File: src/rtl/wb_arbiter.sv
// Round-robin Wishbone arbiter: four 8-bit masters share one slave port.
// The winning master's cycle is registered onto the slave bus; the ack or a
// timeout error is returned to that master one cycle later. Every output
// comes straight from a flop, so there is no combinational input-to-output path.
module wb_arbiter #(
    parameter int unsigned TIMEOUT_CYCLES = 15
) (
    input  logic        wb_clk_i,
    input  logic        wb_rst_i,
    input  logic [3:0]  m_stb_i,
    input  logic [3:0]  m_we_i,
    input  logic [31:0] m_addr_i,
    input  logic [31:0] m_data_i,
    output logic [7:0]  m_data_o,
    output logic [3:0]  m_ack_o,
    output logic [3:0]  m_err_o,
    output logic [7:0]  s_addr_o,
    output logic [7:0]  s_data_o,
    input  logic [7:0]  s_data_i,
    output logic        s_stb_o,
    output logic        s_we_o,
    input  logic        s_ack_i,
    output logic [1:0]  grant_o,
    output logic        busy_o
);

    typedef enum logic [1:0] {
        ST_IDLE    = 2'd0,
        ST_ACCESS  = 2'd1,
        ST_RELEASE = 2'd2
    } state_e;

    // Counter value seen in the last ACCESS cycle before the abort.
    localparam logic [7:0] TO_LAST = 8'(TIMEOUT_CYCLES - 1);

    state_e      state_q,  state_d;
    logic [7:0]  s_addr_q, s_addr_d;
    logic [7:0]  s_data_q, s_data_d;
    logic        s_we_q,   s_we_d;
    logic        s_stb_q,  s_stb_d;
    logic [7:0]  m_data_q, m_data_d;
    logic [3:0]  m_ack_q,  m_ack_d;
    logic [3:0]  m_err_q,  m_err_d;
    logic [1:0]  grant_q,  grant_d;
    logic [1:0]  last_q,   last_d;
    logic [7:0]  cnt_q,    cnt_d;
    logic        busy_q,   busy_d;
    logic [1:0]  win_s;

    // Round-robin pick: search last+1, last+2, last+3, last (mod 4).
    function automatic logic [1:0] rr_pick(input logic [1:0] last, input logic [3:0] req);
        logic [1:0] idx;
        logic [1:0] pick;
        logic       found;
        pick  = last;
        found = 1'b0;
        for (int i = 1; i <= 4; i++) begin
            idx = last + i[1:0];
            if (!found && req[idx]) begin
                pick  = idx;
                found = 1'b1;
            end else begin
                pick  = pick;
            end
        end
        return pick;
    endfunction

    assign win_s = rr_pick(last_q, m_stb_i);

    // Next-state and registered-output computation for the three-state FSM.
    always_comb begin
        state_d  = state_q;
        s_addr_d = s_addr_q;
        s_data_d = s_data_q;
        s_we_d   = s_we_q;
        s_stb_d  = s_stb_q;
        m_data_d = m_data_q;
        m_ack_d  = 4'b0000;
        m_err_d  = 4'b0000;
        grant_d  = grant_q;
        last_d   = last_q;
        cnt_d    = cnt_q;
        busy_d   = busy_q;
        case (state_q)
            ST_IDLE: begin
                if (|m_stb_i) begin
                    s_addr_d = m_addr_i[{win_s, 3'b000} +: 8];
                    s_data_d = m_data_i[{win_s, 3'b000} +: 8];
                    s_we_d   = m_we_i[win_s];
                    grant_d  = win_s;
                    last_d   = win_s;
                    cnt_d    = 8'd0;
                    s_stb_d  = 1'b1;
                    busy_d   = 1'b1;
                    state_d  = ST_ACCESS;
                end else begin
                    s_stb_d  = 1'b0;
                    busy_d   = 1'b0;
                end
            end
            ST_ACCESS: begin
                if (s_ack_i) begin
                    // An ack on the timeout cycle still counts as a completion.
                    if (!s_we_q) begin
                        m_data_d = s_data_i;
                    end else begin
                        m_data_d = m_data_q;
                    end
                    m_ack_d = 4'b0001 << grant_q;
                    s_stb_d = 1'b0;
                    state_d = ST_RELEASE;
                end else if (cnt_q == TO_LAST) begin
                    m_err_d = 4'b0001 << grant_q;
                    s_stb_d = 1'b0;
                    state_d = ST_RELEASE;
                end else begin
                    cnt_d = (cnt_q == 8'hFF) ? cnt_q : cnt_q + 8'd1;
                end
            end
            ST_RELEASE: begin
                s_stb_d = 1'b0;
                busy_d  = 1'b0;
                state_d = ST_IDLE;
            end
            default: begin
                s_stb_d = 1'b0;
                busy_d  = 1'b0;
                state_d = ST_IDLE;
            end
        endcase
    end

    // State and output registers; reset clears strobe/ack/err immediately.
    always_ff @(posedge wb_clk_i or negedge wb_rst_i) begin
        if (!wb_rst_i) begin
            state_q  <= ST_IDLE;
            s_addr_q <= 8'd0;
            s_data_q <= 8'd0;
            s_we_q   <= 1'b0;
            s_stb_q  <= 1'b0;
            m_data_q <= 8'd0;
            m_ack_q  <= 4'b0000;
            m_err_q  <= 4'b0000;
            grant_q  <= 2'd0;
            last_q   <= 2'd3;
            cnt_q    <= 8'd0;
            busy_q   <= 1'b0;
        end else begin
            state_q  <= state_d;
            s_addr_q <= s_addr_d;
            s_data_q <= s_data_d;
            s_we_q   <= s_we_d;
            s_stb_q  <= s_stb_d;
            m_data_q <= m_data_d;
            m_ack_q  <= m_ack_d;
            m_err_q  <= m_err_d;
            grant_q  <= grant_d;
            last_q   <= last_d;
            cnt_q    <= cnt_d;
            busy_q   <= busy_d;
        end
    end

    assign s_addr_o = s_addr_q;
    assign s_data_o = s_data_q;
    assign s_we_o   = s_we_q;
    assign s_stb_o  = s_stb_q;
    assign m_data_o = m_data_q;
    assign m_ack_o  = m_ack_q;
    assign m_err_o  = m_err_q;
    assign grant_o  = grant_q;
    assign busy_o   = busy_q;

endmodule

File: config.mk
export PLATFORM = sky130hd
export DESIGN_NAME = wb_arbiter
export DESIGN_NICKNAME = d
export VERILOG_FILES = /design/src/rtl/wb_arbiter.sv
export SDC_FILE = /design/constraint.sdc
export NUM_CORES = 1
export LEC_CHECK = 0
export CAP_MARGIN = 20
export CORE_AREA = 2 2 78 80
export CTS_CLUSTER_DIAMETER = 100
export DETAILED_ROUTE_END_ITERATION = 8
export DIE_AREA = 0 0 80 82
export HOLD_SLACK_MARGIN = 0.06
export PLACE_DENSITY = 0.91
export SETUP_SLACK_MARGIN = 0.15
export SYNTH_ARGS = -nofsm -noshare
export SYNTH_HDL_FRONTEND = slang
export SYNTH_SLANG_ARGS = --single-unit
export TNS_END_PERCENT = 30
File: constraint.sdc
create_clock -name wb_clk_i -period 3.35 [get_ports wb_clk_i]
set_input_delay 0.67 -clock wb_clk_i [delete_from_list [all_inputs] [get_ports wb_clk_i]]
set_output_delay 0.67 -clock wb_clk_i [all_outputs]
set_load 0.01 [all_outputs]
==> metrics.txt <==
# TYPE chip_impl_metric gauge
chip_impl_info{name="yosys-top-cells-count",value="sky130_fd_sc_hd__dfrtp_1 (47), sky130_fd_sc_hd__mux2i_1 (34), sky130_fd_sc_hd__nand2_1 (29)"} 1
chip_impl_metric{name="timing.setup.tns",unit="ps"} 0
chip_impl_metric{name="p_comb_frac",unit=""} 0.506
chip_impl_metric{name="cts-resized-gates",unit=""} 0
chip_impl_metric{name="fin_area",unit="um^2"} 3830
chip_impl_metric{name="intPower",unit="mW"} 1.81
chip_impl_metric{name="area_of_the_core",unit="um^2"} 5750
chip_impl_info{name="ctsRootBufferMaster",value="sky130_fd_sc_hd__clkbuf_8"} 1
chip_impl_metric{name="layout_min_cycle_time",unit="ps"} 2350
chip_impl_info{name="criticalPathCategory",value="in2reg"} 1
chip_impl_metric{name="finalCoreUtilization",unit=""} 0.667
chip_impl_info{name="cp-end-kind",value="register"} 1
chip_impl_info{name="setup_repair_after_global_routing_missed_its_margin",value="no"} 1
chip_impl_metric{name="fmax",unit="MHz"} 426
chip_impl_metric{name="firstDrtPassIters",unit=""} 4
chip_impl_metric{name="tightest_slew",unit="ps"} 794
chip_impl_metric{name="drt_drc_violations_left",unit=""} 0
chip_impl_metric{name="synth_seq_cells",unit=""} 49
chip_impl_metric{name="routability_congestion_estimate",unit=""} 0.792
chip_impl_metric{name="cp.buffers_inverters",unit=""} 2
chip_impl_metric{name="synthDistinctLibCells",unit=""} 42
chip_impl_metric{name="holdBufCountCts",unit=""} 0
chip_impl_metric{name="clkPwrFrac",unit=""} 0.150
chip_impl_metric{name="port_buffers",unit=""} 119
chip_impl_metric{name="wirelength",unit="um"} 6290
chip_impl_metric{name="hold_fails_final_rpt",unit=""} 0
chip_impl_metric{name="antenna-diode-count",unit=""} 0
chip_impl_metric{name="post-dp-hpwl",unit="um"} 4860
chip_impl_metric{name="synth.net_count",unit=""} 312
chip_impl_metric{name="worstSetupPathDepth",unit=""} 6
chip_impl_metric{name="crit_path_max_fanout",unit=""} 35
chip_impl_metric{name="floorplan.die.width",unit="um"} 80
chip_impl_metric{name="synth_enable_flop_cells",unit=""} 0
chip_impl_metric{name="clock_skew",unit="ps"} 4.68
chip_impl_metric{name="global_route.overflow_total",unit=""} 0
chip_impl_metric{name="worstPathArrival",unit="ps"} 2490
chip_impl_metric{name="design.die.area",unit="um^2"} 6560
chip_impl_metric{name="fillers",unit=""} 447
chip_impl_metric{name="drt-wirelength-per-cell",unit="um"} 15.0
chip_impl_metric{name="final_layout_size_suffix_gt1_frac",unit=""} 0.0783
chip_impl_metric{name="clock_tree.buffer_depth",unit=""} 2
chip_impl_metric{name="drt_iter0_drc",unit=""} 68
chip_impl_info{name="synth.area.top_cells",value="sky130_fd_sc_hd__dfrtp_1 (48%), sky130_fd_sc_hd__mux2i_1 (14%), sky130_fd_sc_hd__o221ai_1 (6.0%)"} 1
chip_impl_metric{name="multi_input_area",unit="um^2"} 1180
chip_impl_info{name="cts_tree",value="built"} 1
chip_impl_metric{name="groute.usage.overall",unit=""} 0.192
chip_impl_metric{name="layout_worst_path_cycle_share",unit=""} 0.701
chip_impl_info{name="worst_setup_path_start_kind",value="input port"} 1
chip_impl_metric{name="seqPwrFrac",unit=""} 0.344
chip_impl_metric{name="async_reset_ff_frac",unit=""} 1.00
chip_impl_metric{name="antenna_found_initial",unit=""} 0
chip_impl_info{name="status",value="complete, no violations"} 1
chip_impl_metric{name="timing.critical_path.required",unit="ps"} 3500
chip_impl_metric{name="via_count",unit=""} 2204
chip_impl_metric{name="power_per_cell_area",unit="nW/um^2"} 746
chip_impl_info{name="hold_path_class",value="in2async"} 1
chip_impl_metric{name="total_net_switching_power",unit="mW"} 1.04
chip_impl_metric{name="syn_area_per_cell",unit="um^2"} 10.9
chip_impl_metric{name="timing.reg2reg.worst_path_depth",unit=""} 5
chip_impl_metric{name="clkSinkCount",unit=""} 49
chip_impl_metric{name="grt_pass1_vias",unit=""} 2136
chip_impl_metric{name="max-cap-violations",unit=""} 0
chip_impl_metric{name="grt_pass1_wl",unit="um"} 9850
chip_impl_metric{name="start_util",unit=""} 0.430
chip_impl_metric{name="ys_warn_count",unit=""} 0
chip_impl_metric{name="worst_setup_hold_path_clk_slew",unit="ps"} 90
chip_impl_metric{name="synthToLayoutAreaGrowth",unit="%"} 55.3
chip_impl_info{name="crit-reg2reg-capture",value="s_addr_o[0]"} 1
chip_impl_info{name="synth_top_cell_by_area",value="sky130_fd_sc_hd__dfrtp_1"} 1
chip_impl_metric{name="synth_area",unit="um^2"} 2470
chip_impl_metric{name="grt_start_max_net_pins",unit=""} 36
chip_impl_metric{name="num_rows",unit=""} 28
chip_impl_info{name="crit_path_cell_trace",value="clkdlybuf4s50_1, a22oi_1, o221ai_4, buf_4, mux2i_1, o221ai_1"} 1
chip_impl_info{name="cpLargestDelayFamily",value="buffers and inverters"} 1
chip_impl_metric{name="ir_drop",unit="mV"} 0.402
chip_impl_info{name="synth_top_flop_cell",value="sky130_fd_sc_hd__dfrtp_1"} 1
chip_impl_metric{name="deepest_level_of_the_cts_h_tree",unit=""} 2
chip_impl_metric{name="postSynthCellCount",unit=""} 227
chip_impl_metric{name="ant_nets",unit=""} 0
chip_impl_metric{name="placement_cell_area",unit="um^2"} 3720
chip_impl_metric{name="p_leak",unit="nW"} 1.64
chip_impl_metric{name="regArea",unit="um^2"} 1230
chip_impl_metric{name="timing.slew.headroom",unit=""} 0.470
chip_impl_info{name="synth.most_common_cell",value="sky130_fd_sc_hd__dfrtp_1"} 1
chip_impl_metric{name="fraction_of_post_synthesis_cell_area_in_the_top_cell_type_by_area",unit=""} 0.476
chip_impl_metric{name="report.final.setup_viol",unit=""} 0
chip_impl_metric{name="via_per_inst",unit=""} 5.25
chip_impl_info{name="crit_path_top_delay_cell",value="sky130_fd_sc_hd__clkdlybuf4s50_1"} 1
chip_impl_metric{name="insertion_delay_of_the_later_clocked_pin_in_the_worst_skew_pair",unit="ps"} 300
chip_impl_metric{name="seq_area_frac_synth",unit=""} 0.498
chip_impl_metric{name="timing_max_transition_violations_final",unit=""} 0
chip_impl_metric{name="worst_reg2reg_setup_slack",unit="ps"} 1380
chip_impl_metric{name="post_cts.repair.setup_buffers",unit=""} 0
chip_impl_metric{name="cts_buffers",unit=""} 5
chip_impl_metric{name="io_pins",unit=""} 120
chip_impl_info{name="critical_path.reg2reg.startpoint",value="last_q[1]"} 1
chip_impl_metric{name="dieHeight",unit="um"} 82
chip_impl_metric{name="critical_path.max_stage_delay",unit="ps"} 560
chip_impl_metric{name="switching_share",unit=""} 0.365
chip_impl_metric{name="finish.net_count",unit=""} 429
-- cell families after synthesis --
| family | count (synthesis) | synth area share |
|---|---|---|
| compound gates | 40 | 0.130 |
| xor+xnor | 2 | 0.00710 |
| fa+ha+maj | 2 | 0.0101 |
| buf+inv | 15 | 0.0329 |
| flops | 49 | 0.498 |
| mux | 43 | 0.179 |
| simple gates | 76 | 0.143 |
-- flip-flops by register name, summed over array words and instances (netlist names) --
name	cells
cnt_q	8
m_data_o	8
s_addr_o	8
s_data_o	8
m_ack_o	4
m_err_o	4
grant_o	2
last_q	2
state_q	2
busy_o	1
s_stb_o	1
s_we_o	1
-- stage by stage --
step | cells | power (mW) | setup slack, ps | hold slack (ps)
floorplan | 227 | 1.82 | 1360 | 374
global placement | 412 | 2.40 | 779 | 463
detailed placement | 412 | 2.45 | 672 | 468
CTS | 420 | 2.89 | 998 | 339
global route | 420 | 3.06 | 884 | 367
finish | 420 | 2.86 | 1000 | 334
-- layout make-up --
| class | count | area share |
|---|---|---|
| clock buffer | 5 | 0.0180 |
| multi-input combinational | 163 | 0.307 |
| inverter | 3 | 0.00294 |
| timing repair buffer | 122 | 0.315 |
| tap | 75 | 0.0245 |
| sequential | 49 | 0.320 |
| clock inverter | 3 | 0.0121 |
-- layout by cell type, fill, tap and decap left out, types with 2 or more instances in the layout --
cell type                           n
sky130_fd_sc_hd__nand2_1           29
sky130_fd_sc_hd__dfstp_2            2
sky130_fd_sc_hd__dfrtp_1           47
sky130_fd_sc_hd__o221ai_1          16
sky130_fd_sc_hd__nand3_1            6
sky130_fd_sc_hd__xor2_1             2
sky130_fd_sc_hd__nor3_1             5
sky130_fd_sc_hd__inv_1              3
sky130_fd_sc_hd__a21o_1             2
sky130_fd_sc_hd__clkdlybuf4s50_1  118
sky130_fd_sc_hd__o21a_1             3
sky130_fd_sc_hd__or3_1              4
sky130_fd_sc_hd__mux2_2             9
sky130_fd_sc_hd__nor2_1            19
sky130_fd_sc_hd__ha_1               2
sky130_fd_sc_hd__mux2i_1           34
sky130_fd_sc_hd__nand2b_1           4
sky130_fd_sc_hd__clkbuf_8           5
sky130_fd_sc_hd__o21ai_1            2
sky130_fd_sc_hd__o211ai_1           2
sky130_fd_sc_hd__o21ai_0            2
sky130_fd_sc_hd__a21oi_1            3
sky130_fd_sc_hd__buf_4              3
-- worst max-delay path by stage --
stage	startpoint	endpoint	slack (ps)
3_3_place_gp	m_stb_i[3]	s_addr_o[0]	780
3_5_place_dp	m_stb_i[3]	s_addr_o[0]	670
6_report	m_stb_i[3]	s_addr_o[0]	1000
5_1_grt	m_stb_i[3]	s_addr_o[6]	880
4_1_cts	m_stb_i[3]	s_addr_o[0]	1000
2_1_floorplan	s_ack_i	cnt_q[5]	1360
-- power groups by stage --
| stage | clock network [mW] | registers (mW) | logic [mW] |
|---|---|---|---|
| CTS | 0.438 | 0.986 | 1.46 |
| detailed placement | 0 | 0.996 | 1.46 |
| global route | 0.468 | 1.02 | 1.57 |
| global placement | 0 | 0.983 | 1.42 |
| floorplan | 0 | 1.05 | 0.774 |
| finish | 0.428 | 0.984 | 1.45 |
-- per-layer routing --
layer  vias up  global-route usage  share of wire
li1       1063                   -              -
met1      1039               0.217           0.38
met2        98               0.353           0.53
met3         4              0.0604          0.085
met4         0              0.0475         0.0056
met5         -                   0              0
Power figures use the tool's default switching activity.
